## config.mk

```make
export PLATFORM = sky130hd
export DESIGN_NAME = stream_popcount
export DESIGN_NICKNAME = d
export VERILOG_FILES = /design/src/rtl/stream_popcount.sv
export SDC_FILE = /design/constraint.sdc
export NUM_CORES = 1
export LEC_CHECK = 0
export CORE_MARGIN = 5
export CORE_UTILIZATION = 30
export CTS_CLUSTER_SIZE = 14
export DETAILED_ROUTE_END_ITERATION = 8
export GPL_ROUTABILITY_DRIVEN = 0
export SLEW_MARGIN = 20
export SYNTH_ARGS = -nofsm -noshare
export SYNTH_HDL_FRONTEND = slang
export SYNTH_SLANG_ARGS = --single-unit
```

## constraint.sdc

```tcl
create_clock -name clk_i -period 2.5 [get_ports clk_i]
set_clock_uncertainty 0.15 [all_clocks]
set_input_delay 0.5 -clock clk_i [delete_from_list [all_inputs] [get_ports clk_i]]
set_output_delay 0.5 -clock clk_i [all_outputs]
set_load 0.03 [all_outputs]
```

## src/rtl/stream_popcount.sv

```systemverilog
// stream_popcount: counts the ones across every beat of a framed input stream
// and emits one total per frame.
//
// Pipeline:
//   stage 1 : registered popcount of the accepted beat, plus its last flag
//   stage 2 : accumulator acc_q and frame FSM; a last beat writes the output
//             register, so valid_o rises two cycles after the last beat is
//             accepted
//
// Ports:
//   clk_i, rst_i  clock, asynchronous active-high reset
//   clear_i       synchronous flush of the pipeline, accumulator and result
//   data_i, last_i, valid_i / ready_o   input beat stream
//   count_o, overflow_o, valid_o / ready_i   per-frame result stream
//
// Build option: define STREAM_POPCOUNT_SATURATE_EN to make an overflowing
// frame saturate at 2^ACC_WIDTH-1. Without it the total wraps modulo
// 2^ACC_WIDTH. In both builds overflow_o is set for that frame.
module stream_popcount #(
  parameter int DATA_WIDTH = 64,
  parameter int ACC_WIDTH  = 16
) (
  input  logic                  clk_i,
  input  logic                  rst_i,
  input  logic                  clear_i,
  input  logic [DATA_WIDTH-1:0] data_i,
  input  logic                  last_i,
  input  logic                  valid_i,
  output logic                  ready_o,
  output logic [ACC_WIDTH-1:0]  count_o,
  output logic                  overflow_o,
  output logic                  valid_o,
  input  logic                  ready_i
);

  localparam int CNT_W = $clog2(DATA_WIDTH) + 1;

  if (DATA_WIDTH < 1) begin : g_bad_data_width
    $error("stream_popcount: DATA_WIDTH must be >= 1");
  end
  if (ACC_WIDTH < CNT_W) begin : g_bad_acc_width
    $error("stream_popcount: ACC_WIDTH must be >= $clog2(DATA_WIDTH)+1");
  end

  typedef struct packed {
    logic [CNT_W-1:0] cnt;
    logic             last;
  } s1_t;

  typedef enum logic {IDLE, ACCUM} state_t;

  // stage 1
  s1_t                  s1_q;
  logic                 s1_vld_q;
  logic [CNT_W-1:0]     pop;

  // stage 2 / output register
  state_t               state_q, state_d;
  logic [ACC_WIDTH-1:0] acc_q, acc_new;
  logic                 ovf_q, ovf_new;
  logic [ACC_WIDTH:0]   sum;
  logic [ACC_WIDTH-1:0] base;
  logic                 out_vld_q, out_ovf_q;
  logic [ACC_WIDTH-1:0] out_cnt_q;

  logic                 out_free, s2_take, accept;

  always_comb begin
    pop = '0;
    for (int i = 0; i < DATA_WIDTH; i++) pop = pop + CNT_W'(data_i[i]);
  end

  // The output register can take a new result if it is empty or is being
  // consumed this cycle, which lets back-to-back results go without a bubble.
  assign out_free = !out_vld_q || ready_i;
  // Non-last beats never wait on the output; only a closing beat can stall.
  assign s2_take  = s1_vld_q && (!s1_q.last || out_free);
  // Gated by rst_i so the stream is closed while reset is held.
  assign ready_o  = !rst_i && !clear_i && (!s1_vld_q || s2_take);
  assign accept   = valid_i && ready_o;

  // The first beat of a frame loads its own count, so a stale acc_q or a
  // sticky overflow from the previous frame can never leak into this one.
  always_comb begin
    base    = (state_q == ACCUM) ? acc_q : '0;
    sum     = {1'b0, base} + (ACC_WIDTH+1)'(s1_q.cnt);
    ovf_new = ((state_q == ACCUM) && ovf_q) || sum[ACC_WIDTH];
`ifdef STREAM_POPCOUNT_SATURATE_EN
    acc_new = ovf_new ? '1 : sum[ACC_WIDTH-1:0];
`else
    acc_new = sum[ACC_WIDTH-1:0];
`endif
    state_d = state_q;
    if (s2_take) state_d = s1_q.last ? IDLE : ACCUM;
    if (clear_i) state_d = IDLE;
  end

  always_ff @(posedge clk_i or posedge rst_i) begin
    if (rst_i) state_q <= IDLE;
    else       state_q <= state_d;
  end

  always_ff @(posedge clk_i or posedge rst_i) begin
    if (rst_i) begin
      s1_q     <= '0;
      s1_vld_q <= 1'b0;
    end else if (clear_i) begin
      s1_q     <= '0;
      s1_vld_q <= 1'b0;
    end else if (accept) begin
      s1_q     <= '{cnt: pop, last: last_i};
      s1_vld_q <= 1'b1;
    end else if (s2_take) begin
      s1_vld_q <= 1'b0;
    end
  end

  always_ff @(posedge clk_i or posedge rst_i) begin
    if (rst_i) begin
      acc_q <= '0;
      ovf_q <= 1'b0;
    end else if (clear_i || (s2_take && s1_q.last)) begin
      acc_q <= '0;
      ovf_q <= 1'b0;
    end else if (s2_take) begin
      acc_q <= acc_new;
      ovf_q <= ovf_new;
    end
  end

  always_ff @(posedge clk_i or posedge rst_i) begin
    if (rst_i) begin
      out_vld_q <= 1'b0;
      out_cnt_q <= '0;
      out_ovf_q <= 1'b0;
    end else if (clear_i) begin
      out_vld_q <= 1'b0;
      out_cnt_q <= '0;
      out_ovf_q <= 1'b0;
    end else if (s2_take && s1_q.last) begin
      out_vld_q <= 1'b1;
      out_cnt_q <= acc_new;
      out_ovf_q <= ovf_new;
    end else if (ready_i) begin
      out_vld_q <= 1'b0;
    end
  end

  assign valid_o    = out_vld_q;
  assign count_o    = out_cnt_q;
  assign overflow_o = out_ovf_q;

endmodule

```

After elaboration in Yosys (flattened, before gate mapping). Index checks and enable logic that the tools add are counted.

Output and inout port bits: 19. Bits in registers: 45. Input bits: 70. Logic and storage cells: 115.

Add/subtract/negate cells: 64. Reductions and logical operators: 22. Multiplexer cells: 20.

Operators by type and width (number): adder 7 x 1 -> 7 bit (57); two-way mux 16 bit (5); adder 16 x 7 -> 17 bit (1); two-way mux 8 bit (2); two-way mux 1 bit (13); nonzero test 2 bit (4); adder 6 x 1 -> 7 bit (1); adder 5 x 1 -> 6 bit (1); logical AND 1 bit (6); nonzero test 3 bit (2); adder 4 x 1 -> 5 bit (1); logical NOT 1 bit (5); logical OR 1 bit (5); adder 3 x 1 -> 4 bit (1); adder 2 x 1 -> 3 bit (1); adder 1 x 1 -> 2 bit (1).

Longest topological paths before layout. Gate-level depths: netlist (run 1).

Depth after elaboration: 65. Depth in mapped cells: 20. Mapped depth without buffers: 20.

Worst setup path after synthesis (run 1). OpenSTA, ideal clock, no wires.

Path type: input to register. Start: in data_i[35]. End: reg s1_q[6] (netlist name). Data required time: 2218 ps. Stages on the path: 20. Path slack: -3634 ps. Buffers on the path: 0. Library setup time: 132 ps. Data arrival time: 5852 ps. Cells stage by stage: inv_1 -> fa_1 -> inv_1 -> fa_1 -> fa_1 -> inv_1 -> fa_1 -> inv_1 -> fa_1 -> fa_1 -> fa_1 -> inv_1 -> fa_1 -> inv_1 -> ha_1 -> a211oi_1 -> o21bai_1 -> a21oi_1 -> xnor2_1 -> o21ai_1.

Word-level cells in the longest chain between the ends: 31.

RTL lines: start: declaration (RTL line 26) `input logic [DATA_WIDTH-1:0] data_i,`; adder 7 x 1 -> 7 bit (29 in a row) (RTL line 70) `for (int i = 0; i < DATA_WIDTH; i++) pop = pop + CNT_W'(data_i[i]);`; two-way mux 8 bit (RTL line 110) `end else if (accept) begin`; two-way mux 8 bit (RTL line 107) `end else if (clear_i) begin`; end signal: assignment (RTL line 111) `s1_q <= '{cnt: pop, last: last_i};`; end: declaration (RTL line 53) `s1_t s1_q;`.

Every way passes these cells. The select of a mux whose other input is x is not followed. A chain may end at the register's enable or synchronous reset.

Worst setup path in the final report (run 1).
Start: in data_i[47]. End: reg s1_q[7] (netlist name).

Word-level cells in the longest chain between the ends: 19.

RTL lines (RTL line): adder 7 x 1 -> 7 bit (17 in a row) (70); two-way mux 8 bit (110); two-way mux 8 bit (107).

Every way passes these cells. The select of a mux whose other input is x is not followed.

==> summary.md, run 1 <==
| Metric | Value |
|---|---|
| Status | `complete, but fails checks` |
| Failing checks | `negative setup slack` |
| Nets | `701` |
| Placed cell areas | `5430 um2` |
| Worst Slack Setup Final | `-3210 ps` |
| Syn avg cell area | `between 9 and 10 um2` |
| Hold wc startpoint | `acc_q[2]` |
| Die Span X | `roughly 130 um` |
| Clk sinks | `45` |
| CP Buf/Inv Count | `6` |
| Skew-Pair Late Insertion Delay | `280 ps` |
| Drt wl/cell | `12.5 um` |
| Initial antenna violation count | `0` |
| Worst-path maximum fanout | `2` |
| H-tree lvl count | `2` |
| Ports | `89` |
| Worst Setup Start Kind | `input port` |
| Largest net degree at the start of global routing | `46` |
| Slowest-stage cell, CP | `fa_1` |
| RSZ-0062 raised after global routing | `yes` |
| IO buf count | `88` |
| Minimum clock period | `5710 ps` |
| Cells on worst reg2reg path | `9` |
| Total wire length | `~9 mm` |
| DR vias | `about 3,300` |
| Synth warnings | `0` |
| Max Cap Violations | `0` |
| Part of the cycle the worst path needs | `228%` |
| R2r startpoint | `state_q` |
| R2r setup slk | `~60 ps` |
| Worst Tran Pin Value | `908 ps` |
| Worst hold endpoint | `acc_q[2]` |
| Worst hold path type | `register to register` |
| Crit path kind | `input port to register` |
| Max-slew violations | `0` |
| CTS root buf | `clkbuf_16` |
| FF-to-FF End | `count_o[12]` |
| Core area | `13,300 um2` |
| First-pass detailed-route iteration total | `4` |
| # setup viols final | `7` |
| Vias in the first global route | `3,597` |
| Worst-case clock buffer depth | `2` |
| Fin area | `roughly 5700 um2` |
| Critical path arrival | `5740 ps` |
| Post-synth cell types | `38` |
| DRT iter0 DRCs | `about 130` |
| Tot GR Track Use | `a little under an eighth` |
| Ys flop type | `dfrtp_1` |
| Max Freq | `0.175 GHz` |
| Worst hold margin | `338 ps` |
| Area Growth Syn to Fin | `38.8%` |
| Post-DP HPWL | `7.37 mm` |
| Global-route wire length before repair | `15.8 mm` |
| Async SR Flop Fraction | `100%` |
| Vias per cell | `4.46` |
| CTS clk-pin slew, worst paths | `60 ps` |
| Critical path's top delay family | `adder cells` |
| Mapped Area | `between 4000 and 5000 um2` |
| Overflow after GRT | `0` |
| Post-synth EDFFs | `0` |
| Synthesized instance count | `440` |
| Initial Utilization | `30.9%` |
| CP required | `2530 ps` |
| Crit path capture type | `register` |
| DRC | `0` |
| Worst stage delay on the critical path | `roughly 540 ps` |
| Die height | `127 um` |
| Die ar. | `16,200 um2` |
| Worst hold stages | `2` |
| Slew headroom | `approximately two fifths` |
| CTS Buf Count | `5` |
| Crit path launch | `data_i[47]` |
| Num rows | `42` |
| N_diodes | `0` |
| Crit path cell chain | `buf_8 -> inv_8 -> fa_1 -> inv_2 -> fa_2 -> inv_2 -> fa_1 -> fa_1 -> fa_1 -> fa_1 -> fa_1 -> fa_1 -> inv_2 -> ha_4 -> inv_2 -> fa_2 -> nor2b_1 -> o21ai_1 -> nand2b_1 -> a21oi_1 -> o31ai_1` |
| Final design utilization | `42.9%` |
| Final Hold Vio Count | `0` |
| Sequential share of the synthesized area | `27.3%` |
| Share of layout cells above drive strength 1 | `22.6%` |
| Post-Syn Nets | `587` |
| CTS tree | `yes` |
| Register bit total from synthesis | `45` |
| Post-route ant nets | `0` |
| Dominant cell type by count on the critical path | `fa_1` |
| Hold_buf cts | `0` |
## area by class of cell
class / count / area [um2]
fillers: 1285 / 7620
multi-input cells: 273 / 2730
flip-flops and latches: 45 / 1130
repair buffers: 122 / 1070
inverters: 107 / 419
well taps: 176 / 220
clock buffers: 5 / 125
clock inverters: 2 / 35.0
## worst max-delay path by stage
stage,slack [ps],to,depth (start not counted)
6_report,-3210,s1_q[7],21
4_1_cts,-3210,s1_q[7],21
3_3_place_gp,-3910,s1_q[6],21
2_1_floorplan,-3240,s1_q[6],20
5_1_grt,-3440,s1_q[7],21
3_5_place_dp,-4010,s1_q[6],21
## worst reg2reg max path, stage by stage (launching register included)
cell and delay, ps:
dfrtp_2 460, and2_4 180, ha_4 160, fa_2 370, a211oi_4 280, o221ai_4 150, buf_12 160, nand4_1 130
xnor2_1 100, a211oi_1 210
## cells in the mapped netlist (8+ instances only)
| library cell | n | area [um2] |
|---|---|---|
| a211oi_1 | 12 | 90.1 |
| a21oi_1 | 23 | 115 |
| and2_1 | 9 | 56.3 |
| clkbuf_1 | 12 | 45.0 |
| dfrtp_1 | 45 | 1130 |
| fa_1 | 55 | 1100 |
| ha_1 | 22 | 275 |
| inv_1 | 107 | 402 |
| nand2_1 | 44 | 165 |
| nand3b_1 | 9 | 67.6 |
| nor2_1 | 16 | 60.1 |
| o21ai_1 | 13 | 65.1 |
| o22ai_1 | 8 | 50.1 |
| xnor2_1 | 12 | 105 |
## cells by family after synthesis
| group | synth area share, % |
|---|---|
| xor gates and xnor gates | 3.40 |
| and+or+nand+nor | 11.4 |
| buffers and inverters | 11.2 |
| AOI/OAI and AO/OA | 12.8 |
| DFF | 27.3 |
| muxes | 0.485 |
| adders and majority gates | 33.4 |
## routing by layer
layer | global-route usage (%) | routed length, um | vias up
met2 | 19.7 | 4500 | 86
li1 | - | - | 1604
met4 | 3.09 | 82 | 0
met3 | 2.30 | 516 | 6
met1 | 14.7 | 4050 | 1558
met5 | 0 | 0 | -
## registers in the layout, summed over array words and instances, names as in the netlist
signal,flops
acc_q,16
count_o,16
overflow_o,1
ovf_q,1
s1_q,8
s1_vld_q,1
state_q,1
valid_o,1
## metrics by stage
stage / setup TNS [ps] / setup slack, ps / std cells
finish: -20980 / -3210 / 730
global route: -22370 / -3440 / 730
CTS: -20980 / -3210 / 723
detailed placement: -26500 / -4010 / 715
global placement: -26040 / -3910 / 715
floorplan: -21380 / -3240 / 440
## what timing repair did
action / CTS / global route
pin swaps: 6 / 23
setup endpoints to repair: 10 / 20
setup buffers: 1 / 7
resized for setup: 116 / 28
## cell usage in the layout (no fill, tap or decap), drive strengths merged, types with 12 or more instances in the layout
cell type	n
a211oi	14
a21oi	24
buf	58
clkdlybuf4s50	54
dfrtp	45
fa	55
ha	22
inv	107
nand2	44
nor2	17
o21ai	15
xnor2	12
Power of run 1 is left out: the tool's default activity adds up to more than one toggle a clock period on the data nets, which glitch-free logic cannot reach.
==> run 2, diff against run 1 <==
CTS_CLUSTER_SIZE = 16   (was 14)
==> results of run 2 <==
Same layout as run 1: the final DEF is identical, and so are final timing and power.
Power of run 2 is left out for the same reason.
==> run 3, diff against run 2 <==
CAP_MARGIN = 0   (was unset)
==> results of run 3 <==
Same layout as run 1: the final DEF is identical, and so are final timing and power.
Power of run 3 is left out for the same reason.
